===== src/rtl/reg_trace_rules.sv =====
// Trace trigger match-rule register bank: indirect per-rule pattern/mask/hit-count access, shadowed edits with commit.
// Latency: writes land on the write edge, read_data is registered (one cycle), commit/resync pulses follow the write edge by one cycle.
// Backpressure: none, the register bus is never stalled; hit counters saturate. Optional feature macro: TRACE_RULES_SHADOW_EN.
module reg_trace_rules #(
    parameter int         pMATCH_RULES  = 8,
    parameter int         pBUFFER_SIZE  = 64,
    parameter int         pBYTECNT_SIZE = 7,
    parameter logic [1:0] pSELECT       = 2'b10
) (
    input  logic                                 usb_clk,
    input  logic                                 reset_i,
    input  logic [7:0]                           reg_address,
    input  logic [pBYTECNT_SIZE-1:0]             reg_bytecnt,
    input  logic [7:0]                           write_data,
    output logic [7:0]                           read_data,
    input  logic                                 reg_read,
    input  logic                                 reg_write,
    input  logic                                 reg_addrvalid,
    output logic                                 selected,
    input  logic [pMATCH_RULES-1:0]              I_match_hit,
    input  logic                                 I_synchronized,
    input  logic                                 I_overflow,
    output logic [pMATCH_RULES*pBUFFER_SIZE-1:0] O_pattern,
    output logic [pMATCH_RULES*pBUFFER_SIZE-1:0] O_mask,
    output logic [pMATCH_RULES-1:0]              O_pattern_enable,
    output logic [pMATCH_RULES-1:0]              O_pattern_trig_enable,
    output logic                                 O_commit_pulse,
    output logic                                 O_reset_sync
);
    localparam int NB = pBUFFER_SIZE / 8;
    localparam int VW = pMATCH_RULES * pBUFFER_SIZE;
    // "RuleBank" with byte 0 ('R') in the least significant byte
    localparam logic [63:0] NAME_STR = 64'h6B6E_6142_656C_7552;

    localparam logic [5:0] A_NAME      = 6'h00;
    localparam logic [5:0] A_REV       = 6'h01;
    localparam logic [5:0] A_INDEX     = 6'h02;
    localparam logic [5:0] A_PATTERN   = 6'h03;
    localparam logic [5:0] A_MASK      = 6'h04;
    localparam logic [5:0] A_PAT_EN    = 6'h05;
    localparam logic [5:0] A_TRIG_EN   = 6'h06;
    localparam logic [5:0] A_COMMIT    = 6'h07;
    localparam logic [5:0] A_STATUS    = 6'h08;
    localparam logic [5:0] A_HIT_COUNT = 6'h09;
    localparam logic [5:0] A_CNT_CLEAR = 6'h0A;
    localparam logic [5:0] A_RST_SYNC  = 6'h0B;

    logic [5:0]              addr;
    logic                    sel_wr;
    logic                    wr_pat, wr_msk, wr_en, wr_ten, wr_commit, wr_clr;
    logic [3:0]              rule_index;
    logic [VW-1:0]           sh_pat, sh_msk;
    logic [pMATCH_RULES-1:0] sh_en, sh_ten;
    logic [VW-1:0]           lv_pat, lv_msk;
    logic [pMATCH_RULES-1:0] lv_en, lv_ten;
    logic                    pending;
    logic                    ovf_sticky;
    logic [15:0]             hit_cnt [pMATCH_RULES];
    logic [7:0]              rd_byte;

    assign addr      = reg_address[5:0];
    assign selected  = reg_addrvalid && (reg_address[7:6] == pSELECT);
    assign sel_wr    = selected && reg_write;
    assign wr_pat    = sel_wr && (addr == A_PATTERN);
    assign wr_msk    = sel_wr && (addr == A_MASK);
    assign wr_en     = sel_wr && (addr == A_PAT_EN);
    assign wr_ten    = sel_wr && (addr == A_TRIG_EN);
    assign wr_commit = sel_wr && (addr == A_COMMIT);
    assign wr_clr    = sel_wr && (addr == A_CNT_CLEAR);

    // Editable copy of the rules plus the index register; out-of-range index/lane/bit writes simply match nothing
    always_ff @(posedge usb_clk) begin
        if (reset_i) begin
            rule_index <= 4'h0;
            sh_pat     <= '0;
            sh_msk     <= '1;
            sh_en      <= '0;
            sh_ten     <= '0;
        end else begin
            if (sel_wr && (addr == A_INDEX)) begin
                rule_index <= write_data[3:0];
            end
            for (int r = 0; r < pMATCH_RULES; r++) begin
                for (int b = 0; b < NB; b++) begin
                    if (rule_index == 4'(r) && reg_bytecnt == pBYTECNT_SIZE'(b)) begin
                        if (wr_pat) sh_pat[(r*NB+b)*8 +: 8] <= write_data;
                        if (wr_msk) sh_msk[(r*NB+b)*8 +: 8] <= write_data;
                    end
                end
                if (reg_bytecnt == pBYTECNT_SIZE'(r / 8)) begin
                    if (wr_en)  sh_en[r]  <= write_data[r % 8];
                    if (wr_ten) sh_ten[r] <= write_data[r % 8];
                end
            end
        end
    end

`ifdef TRACE_RULES_SHADOW_EN
    // Live rules move only on a commit so the trigger never sees a half-written rule
    always_ff @(posedge usb_clk) begin
        if (reset_i) begin
            lv_pat <= '0;
            lv_msk <= '1;
            lv_en  <= '0;
            lv_ten <= '0;
        end else if (wr_commit) begin
            lv_pat <= sh_pat;
            lv_msk <= sh_msk;
            lv_en  <= sh_en;
            lv_ten <= sh_ten;
        end
    end

    // Pending flags edits not yet committed; the commit clears it
    always_ff @(posedge usb_clk) begin
        if (reset_i || wr_commit) begin
            pending <= 1'b0;
        end else if (wr_pat || wr_msk || wr_en || wr_ten) begin
            pending <= 1'b1;
        end
    end
`else
    // Without shadowing the edit copy is the live copy
    assign lv_pat  = sh_pat;
    assign lv_msk  = sh_msk;
    assign lv_en   = sh_en;
    assign lv_ten  = sh_ten;
    assign pending = 1'b0;
`endif

    assign O_pattern             = lv_pat;
    assign O_mask                = lv_msk;
    assign O_pattern_enable      = lv_en;
    assign O_pattern_trig_enable = lv_ten;

    // Saturating per-rule hit counters; a clear beats a coincident hit
    always_ff @(posedge usb_clk) begin
        for (int r = 0; r < pMATCH_RULES; r++) begin
            if (reset_i || wr_clr) begin
                hit_cnt[r] <= 16'h0000;
            end else if (I_match_hit[r] && hit_cnt[r] != 16'hFFFF) begin
                hit_cnt[r] <= hit_cnt[r] + 16'd1;
            end
        end
    end

    // Sticky overflow; a new overflow beats a coincident write-1-to-clear
    always_ff @(posedge usb_clk) begin
        if (reset_i) begin
            ovf_sticky <= 1'b0;
        end else if (I_overflow) begin
            ovf_sticky <= 1'b1;
        end else if (sel_wr && addr == A_STATUS && write_data[1]) begin
            ovf_sticky <= 1'b0;
        end
    end

    // One-cycle pulses following commit and resync writes
    always_ff @(posedge usb_clk) begin
        if (reset_i) begin
            O_commit_pulse <= 1'b0;
            O_reset_sync   <= 1'b0;
        end else begin
            O_commit_pulse <= wr_commit;
            O_reset_sync   <= sel_wr && (addr == A_RST_SYNC);
        end
    end

    // Read mux: anything unmapped, write-only, out of range or beyond the lane count reads 0
    always_comb begin
        rd_byte = 8'h00;
        case (addr)
            A_NAME: begin
                for (int b = 0; b < 8; b++) begin
                    if (reg_bytecnt == pBYTECNT_SIZE'(b)) rd_byte = NAME_STR[b*8 +: 8];
                end
            end
            A_REV:   rd_byte = 8'h02;
            A_INDEX: rd_byte = {4'h0, rule_index};
            A_PATTERN, A_MASK: begin
                for (int r = 0; r < pMATCH_RULES; r++) begin
                    for (int b = 0; b < NB; b++) begin
                        if (rule_index == 4'(r) && reg_bytecnt == pBYTECNT_SIZE'(b)) begin
                            rd_byte = (addr == A_PATTERN) ? sh_pat[(r*NB+b)*8 +: 8]
                                                          : sh_msk[(r*NB+b)*8 +: 8];
                        end
                    end
                end
            end
            A_PAT_EN, A_TRIG_EN: begin
                for (int r = 0; r < pMATCH_RULES; r++) begin
                    if (reg_bytecnt == pBYTECNT_SIZE'(r / 8)) begin
                        rd_byte[r % 8] = (addr == A_PAT_EN) ? sh_en[r] : sh_ten[r];
                    end
                end
            end
            A_STATUS: rd_byte = {5'b00000, I_synchronized, ovf_sticky, pending};
            A_HIT_COUNT: begin
                for (int r = 0; r < pMATCH_RULES; r++) begin
                    if (rule_index == 4'(r)) begin
                        if (reg_bytecnt == pBYTECNT_SIZE'(0)) rd_byte = hit_cnt[r][7:0];
                        if (reg_bytecnt == pBYTECNT_SIZE'(1)) rd_byte = hit_cnt[r][15:8];
                    end
                end
            end
            default: rd_byte = 8'h00;
        endcase
    end

    // Registered read data, zero when no read was addressed to this block
    always_ff @(posedge usb_clk) begin
        if (reset_i) begin
            read_data <= 8'h00;
        end else if (selected && reg_read) begin
            read_data <= rd_byte;
        end else begin
            read_data <= 8'h00;
        end
    end

endmodule


===== config.mk =====
export PLATFORM = sky130hd
export DESIGN_NAME = reg_trace_rules
export DESIGN_NICKNAME = d
export VERILOG_FILES = /design/src/rtl/reg_trace_rules.sv
export SDC_FILE = /design/constraint.sdc
export NUM_CORES = 2
export LEC_CHECK = 0
export BUFFER_PORTS_ARGS = -buffer_cell sky130_fd_sc_hd__buf_2
export CORE_AREA = 4 4 419 421
export DETAILED_ROUTE_END_ITERATION = 12
export DIE_AREA = 0 0 423 425
export HOLD_SLACK_MARGIN = 0.05
export PLACE_DENSITY_LB_ADDON = 0.15
export SYNTH_ARGS = -nofsm -noshare
export SYNTH_HDL_FRONTEND = slang
export SYNTH_SLANG_ARGS = --single-unit

===== constraint.sdc =====
create_clock -name usb_clk -period 7 [get_ports usb_clk]
set_input_delay 0.35 -clock usb_clk [delete_from_list [all_inputs] [get_ports usb_clk]]
set_output_delay 0.35 -clock usb_clk [all_outputs]
set_load 0.005 [all_outputs]

== Word-level counts from Yosys, hierarchy flattened ==
Memory sizes are Yosys's and may differ from the RTL's.
Cells that the tools add are included.

* $add $sub $neg: 8
* Equality and inequality tests: 34
* Muxes and demuxes: 214
* Bitwise gates (word level): 9
* Reduce and logical (&&, ||, !) cells: 223

{| class="wikitable"
|+ Operators with widths
! kind !! count
|-
| 8-bit 2-to-1 mux || 160
|-
| 2-bit AND reduction || 130
|-
| 16-bit by 1-bit adder with 16-bit output, second input constant || 8
|-
| 16-bit 2-to-1 mux || 8
|-
| 16-bit inequality test, second input constant || 8
|-
| 1-bit logical AND || 85
|-
| 8-bit one-hot mux with 7 select lines || 1
|-
| 1-bit 2-to-1 mux || 44
|-
| 7-bit by 3-bit == test with 1-bit output, second input constant || 4
|-
| 6-bit by 3-bit == test with 1-bit output, second input constant || 4
|-
| 6-bit by 4-bit == test with 1-bit output, second input constant || 4
|-
| 4-bit by 3-bit == test with 1-bit output, second input constant || 4
|-
| 7-bit by 2-bit == test with 1-bit output, second input constant || 2
|-
| 6-bit by 2-bit == test with 1-bit output, second input constant || 2
|-
| 4-bit by 2-bit == test with 1-bit output, second input constant || 2
|-
| 1-bit bitwise OR || 8
|-
| 7-bit by 1-bit == test with 1-bit output, second input constant || 1
|-
| 7-bit zero test || 1
|-
| 7-bit 2-to-1 mux || 1
|-
| 6-bit by 1-bit == test with 1-bit output, second input constant || 1
|-
| 6-bit zero test || 1
|-
| 2-bit OR reduction || 3
|-
| 4-bit by 1-bit == test with 1-bit output, second input constant || 1
|-
| 4-bit zero test || 1
|-
| 4 further kinds || 4
|}

* Bits in registers: 1055
* RAM bits: 128
* Output and inout port bits: 1051
* Logic and storage cells: 624
* Memories kept: 1

{| class="wikitable"
|+ Memory list
! name !! words !! width !! read ports !! clocked after Yosys merged registers in !! write ports !! RTL line !! source
|-
| hit_cnt || 8 || 16 || 8 || 0 || 8 || 58 || <nowiki>logic [15:0] hit_cnt [pMATCH_RULES];</nowiki>
|}

== Depth between registers and ports, before layout ==
* Depth after elaboration: 67
* Depth in mapped cells: 16

== Worst setup path after synthesis ==
Ideal clock, no wire load.

* Path type: input port to flip-flop
* Start point: input reg_address[3]
* End point: register read_data[5]
* Setup time: 0.127 ns
* Data arrival time: 2.673 ns
* Data required time: 6.873 ns
* Path slack: 4.200 ns
* Cell stages on the path: 11
* Buffers on the path: 2
* Cells stage by stage: or3_1 -> buf_2 -> nor2_4 -> buf_4 -> mux2i_1 -> o22ai_1 -> or4_1 -> o31ai_1 -> a21oi_1 -> nor4b_1 -> o31ai_1

* Cells in the longest elaborated chain, start to end: 67

{| class="wikitable"
|+ RTL lines
! item !! RTL line !! source
|-
| from (decl) || 12 || <nowiki>input logic [7:0] reg_address,</nowiki>
|-
| 6-bit by 2-bit == test with 1-bit output || 172, 184 ||
|-
| 8-bit 2-to-1 mux || 184 || <nowiki>rd_byte = (addr == A_PATTERN) ? sh_pat[(r*NB+b)*8 +: 8]</nowiki>
|-
| 8-bit 2-to-1 mux (64 in series) || 183 || <nowiki>if (rule_index == 4'(r) && reg_bytecnt == pBYTECNT_SIZE'(b)) begin</nowiki>
|-
| 8-bit one-hot mux with 7 select lines (*) || 172 || <nowiki>case (addr)</nowiki>
|-
| to (signal assigned) || 215 || <nowiki>read_data <= rd_byte;</nowiki>
|-
| to (decl) || 15 || <nowiki>output logic [7:0] read_data,</nowiki>
|}

Every way passes the cells marked *; elsewhere a longest branch is shown, timed or not.
A chain may end at the register's enable or synchronous reset.

== Worst setup path in the final report ==
* Start point: register rule_index[0]
* End point: register read_data[0]

* Cells in the longest elaborated chain, start to end: 67

{| class="wikitable"
|+ RTL lines
! item !! RTL line !! source
|-
| from (decl) || 51 || <nowiki>logic [3:0] rule_index;</nowiki>
|-
| from (signal assigned) || 81 || <nowiki>rule_index <= write_data[3:0];</nowiki>
|-
| 4-bit zero test || 183, 200 ||
|-
| 1-bit logical AND || 183 ||
|-
| 8-bit 2-to-1 mux (64 in series) || 183 ||
|-
| 8-bit one-hot mux with 7 select lines (*) || 172 ||
|}

Every way passes the cells marked *; elsewhere a longest branch is shown, timed or not. The select of a mux whose other input is x is not followed.

==> impl_results.md <==
* Routed wire length at between 300000 and 400000 um
* Register area share after synthesis at between 40% and 50%
* Clk pin slew, worst setup/hold paths at approximately 0.060 ns
* Slew @ Worst Pin at 1.27 ns
* Synth Register Bits at between 1000 and 1500
* Layout area overhead at 21.7%
* Asr flop ratio synth at 0%
* Hold depth at 3
* Total CTS buffers at ~150
* Vias in the first global route at roughly 56000
* Multiplexer share of the synthesized area at under 10%
* Compound-Gate Fraction of Synth Area at 19.6%
* Chip height at 425 um
* CP Data Arrival Time at 6.13 ns
* Layout Nets at 7842
* Post-CTS Resized at 0
* Cell family with most CP delay: simple AND/OR/NAND/NOR gates
* Final setup TNS at 0 ns
* Outcome: complete, no violations
* Netlist cell types at 98
* Setup slack, reg-to-reg at ~1.5 ns
* PortBufs at around 1100
* # rows at approximately 150
* Largest family of logic cells by synthesized area: simple AND/OR/NAND/NOR gates
* CP endpoint: read_data[0]
* Largest net degree at the start of global routing at about 220
* Fin util at approximately two fifths
* Most frequent CP cell: nor4_1
* MaxCap Viol Count at 0
* Post-CTS Setup Inserts at 0
* Worst path bufs/invs at 0
* Critical path class: reg -> reg
* Area contributors post-synth: dfxtp_1, nand2_1, a211o_1
* Clk sink count at approximately 1200
* CP startpoint kind: flop
* Initial drt markers at approximately 8100
* Fin. max-slew vios at 0
* Overall power at roughly 15 mW
* Post-Place Cells at between 9000 and 10000
* Root Buffer: clkbuf_16
* Antenna violations before repair at 19
* CTS Hold Bufs at 10
* Core ar. at ~170000 sq um
* Slowest cell delay on critical path at between 1 and 1.5 ns
* Synth Area in Adders at less than 1%
* H-tree depth at 4
* Slowest cell on crit path: nor3_2
* Maximum root-to-sink buffer count at 3
* Power Density at between 200 and 250 nW/um^2
* Proportion of layout cells with a drive suffix above 1 at roughly a fifth
* Io pins at between 1000 and 1500
* Worst vdd rail ir drop at 0.000217 V
* Number of synthesized flops with an enable pin at approximately 130
* Post-synth top cells: nand2_1, dfxtp_1, a21oi_1, a211o_1, nor2b_1
* CTS tree: built
* Biggest area consumer among synthesized cells: dfxtp_1
* Synthesized cell area at ~57000 sq um
* DRC violations left at 0
* Total gr overflow at 0
* DP Wirelength at ~250000 um
* Synth top area share at between 30% and 40%
* FF-to-FF End: read_data[0]
* Drt pass-1 iters at 6
* RSZ-0062 raised after global routing: no
* Crit path depth at 9
* Final setup violating endpoints at 0
* Period utilisation layout at around four fifths
* Routed length per instance at 33.0 um
* Non-filler cells, final at a little over 10000
* YS warnings at 0
* CP required at about 7.7 ns
* Crit. End Element: flop
* Mapped Nets at between 6000 and 7000
* Post-route ant nets at 0
* Starting Density at 33.1%
* CP Max Fanout at 18
* Top FF cell, synth: dfxtp_1
* GRT Overall Usage at between 30 and 40%
* Crit path from: rule_index[0]
* Worst skew pair latency at approximately 0.81 ns
* Min-delay src: write_data[1]
* Vias after detailed routing at a little over 60000
* Die width at approximately 420 um
* Final GP Congestion at 0.944
* Syn avg cell area at 8.17 sq um
* Syn Inst Count at a little under 7000
* Worst-path cell chain: nand4b_1 > nor3_2 > nand3_1 > o2111ai_2 > nor4_1 > o21ai_0 > nor3_1 > nor4_1 > o221ai_1
* Slew margin rel. at 14.9%
* Worst Hold Class: in -> reg
* Fin. Hold Viols at 0
* Most frequent cell after synthesis: nand2_1
* Die area at about 180000 sq um
* Vias per inst at between 5 and 6
* First-pass GRT wire length at around 460000 um
* Post-layout min period at 5.47 ns
* Synth Area in XOR/XNOR at 1.70%
* Leak at roughly 27 nW
* Reg2Reg Depth at 9
* Worst r2r src: rule_index[0]
* Post-Synth Simple-Gate Area at about a quarter
* Max Freq at roughly 180 MHz
* Final clock skew at ~0.024 ns
metrics by stage:
stage / hold WS [ns] / worst slack (ns) / cell area (sq um)
2_1_floorplan: 0.452 / 4.20 / 56700
3_3_place_gp: 0.455 / 1.32 / 64000
3_5_place_dp: 0.460 / 1.36 / 64000
4_1_cts: 0.0631 / 1.75 / 69000
5_1_grt: 0.0934 / 1.52 / 69000
6_report: 0.0758 / 1.53 / 69000
placed cells by master (no fill, tap or decap), types with 9 or more instances in the layout:
cell / netlist / routed
a211o_1: 480 / 480
a211oi_1: 24 / 24
a21oi_1: 666 / 665
a221oi_1: 9 / 9
a31oi_1: 64 / 64
a32oi_1: 22 / 22
and3_1: 62 / 62
buf_2: 98 / 1078
buf_4: 24 / 116
clkbuf_1: 372 / 32
clkbuf_16: 0 / 152
clkbuf_8: 0 / 35
clkinv_2: 0 / 23
dfxtp_1: 1055 / 1055
diode_2: 0 / 11
dlygate4sd3_1: 0 / 10
edfxtp_1: 128 / 128
inv_1: 17 / 17
mux2_2: 32 / 32
mux2i_1: 205 / 205
nand2_1: 1760 / 1760
nand3_1: 259 / 259
nand3b_1: 47 / 47
nand4_1: 31 / 31
nor2_1: 367 / 366
nor2b_1: 476 / 476
nor3_1: 66 / 58
nor3_2: 21 / 28
nor4_1: 26 / 25
o2111ai_1: 24 / 24
o211ai_1: 15 / 15
o21ai_0: 134 / 134
o221ai_1: 27 / 27
o22ai_1: 89 / 89
or3_1: 16 / 15
or4_1: 9 / 9
xnor2_1: 48 / 48
xor2_1: 62 / 62
state kept, by name, summed over array words and instances, names as in the netlist:
name	count
O_pattern_enable	8
rule_index	4
O_reset_sync	1
O_pattern	512
O_mask	512
hit_cnt	128
read_data	8
O_pattern_trig_enable	8
O_commit_pulse	1
ovf_sticky	1
where the power goes:
group / internal [mW] / leakage, nW / total (mW) / switching (mW)
registers: 6.91 / 9.93 / 6.98 / 0.0699
logic: 0.114 / 14.4 / 0.621 / 0.507
clock network: 4.58 / 2.41 / 7.85 / 3.27
total: 11.6 / 26.7 / 15.4 / 3.85
routing by layer:
metal | track usage, % | wire, um
met2 | 56.1 | 151000
met5 | 0 | 37
met1 | 44.9 | 133000
met4 | 22.9 | 26100
met3 | 5.81 | 27100
how the worst min path moves through the flow:
stage          slack [ns]        endpoint
6_report             0.08  O_pattern[409]
4_1_cts              0.06  O_pattern[409]
5_1_grt              0.09  O_pattern[409]
3_3_place_gp         0.45  O_pattern[137]
2_1_floorplan        0.45      ovf_sticky
3_5_place_dp         0.46  O_pattern[137]
cells by family after synthesis:
family,count (synthesis)
xor gates and xnor gates,110
AOI/OAI and AO/OA,1656
muxes,243
and+or+nand+nor,3212
adders and majority gates,8
DFF,1183
buffers and inverters,534
worst reg2reg max path, cell delays in order, from the launching register on:
cell	delay [ns]
dfxtp_1	0.80
nand4b_1	1.03
nor3_2	1.31
nand3_1	0.49
o2111ai_2	0.36
nor4_1	0.14
o21ai_0	0.36
nor3_1	0.37
nor4_1	0.33
o221ai_1	0.14
final cells by class:
| cell class | instances | area (sq um) |
|---|---|---|
| antenna | 11 | 27.5 |
| sequential | 1183 | 25000 |
| fill | 17800 | 102000 |
| clock buffer | 219 | 4410 |
| tap | 2310 | 2890 |
| inverter | 18 | 67.6 |
| clock inverter | 42 | 459 |
| multi-input combinational | 5229 | 29600 |
| timing repair buffer | 1219 | 6590 |
Power figures use the tool's default switching activity.
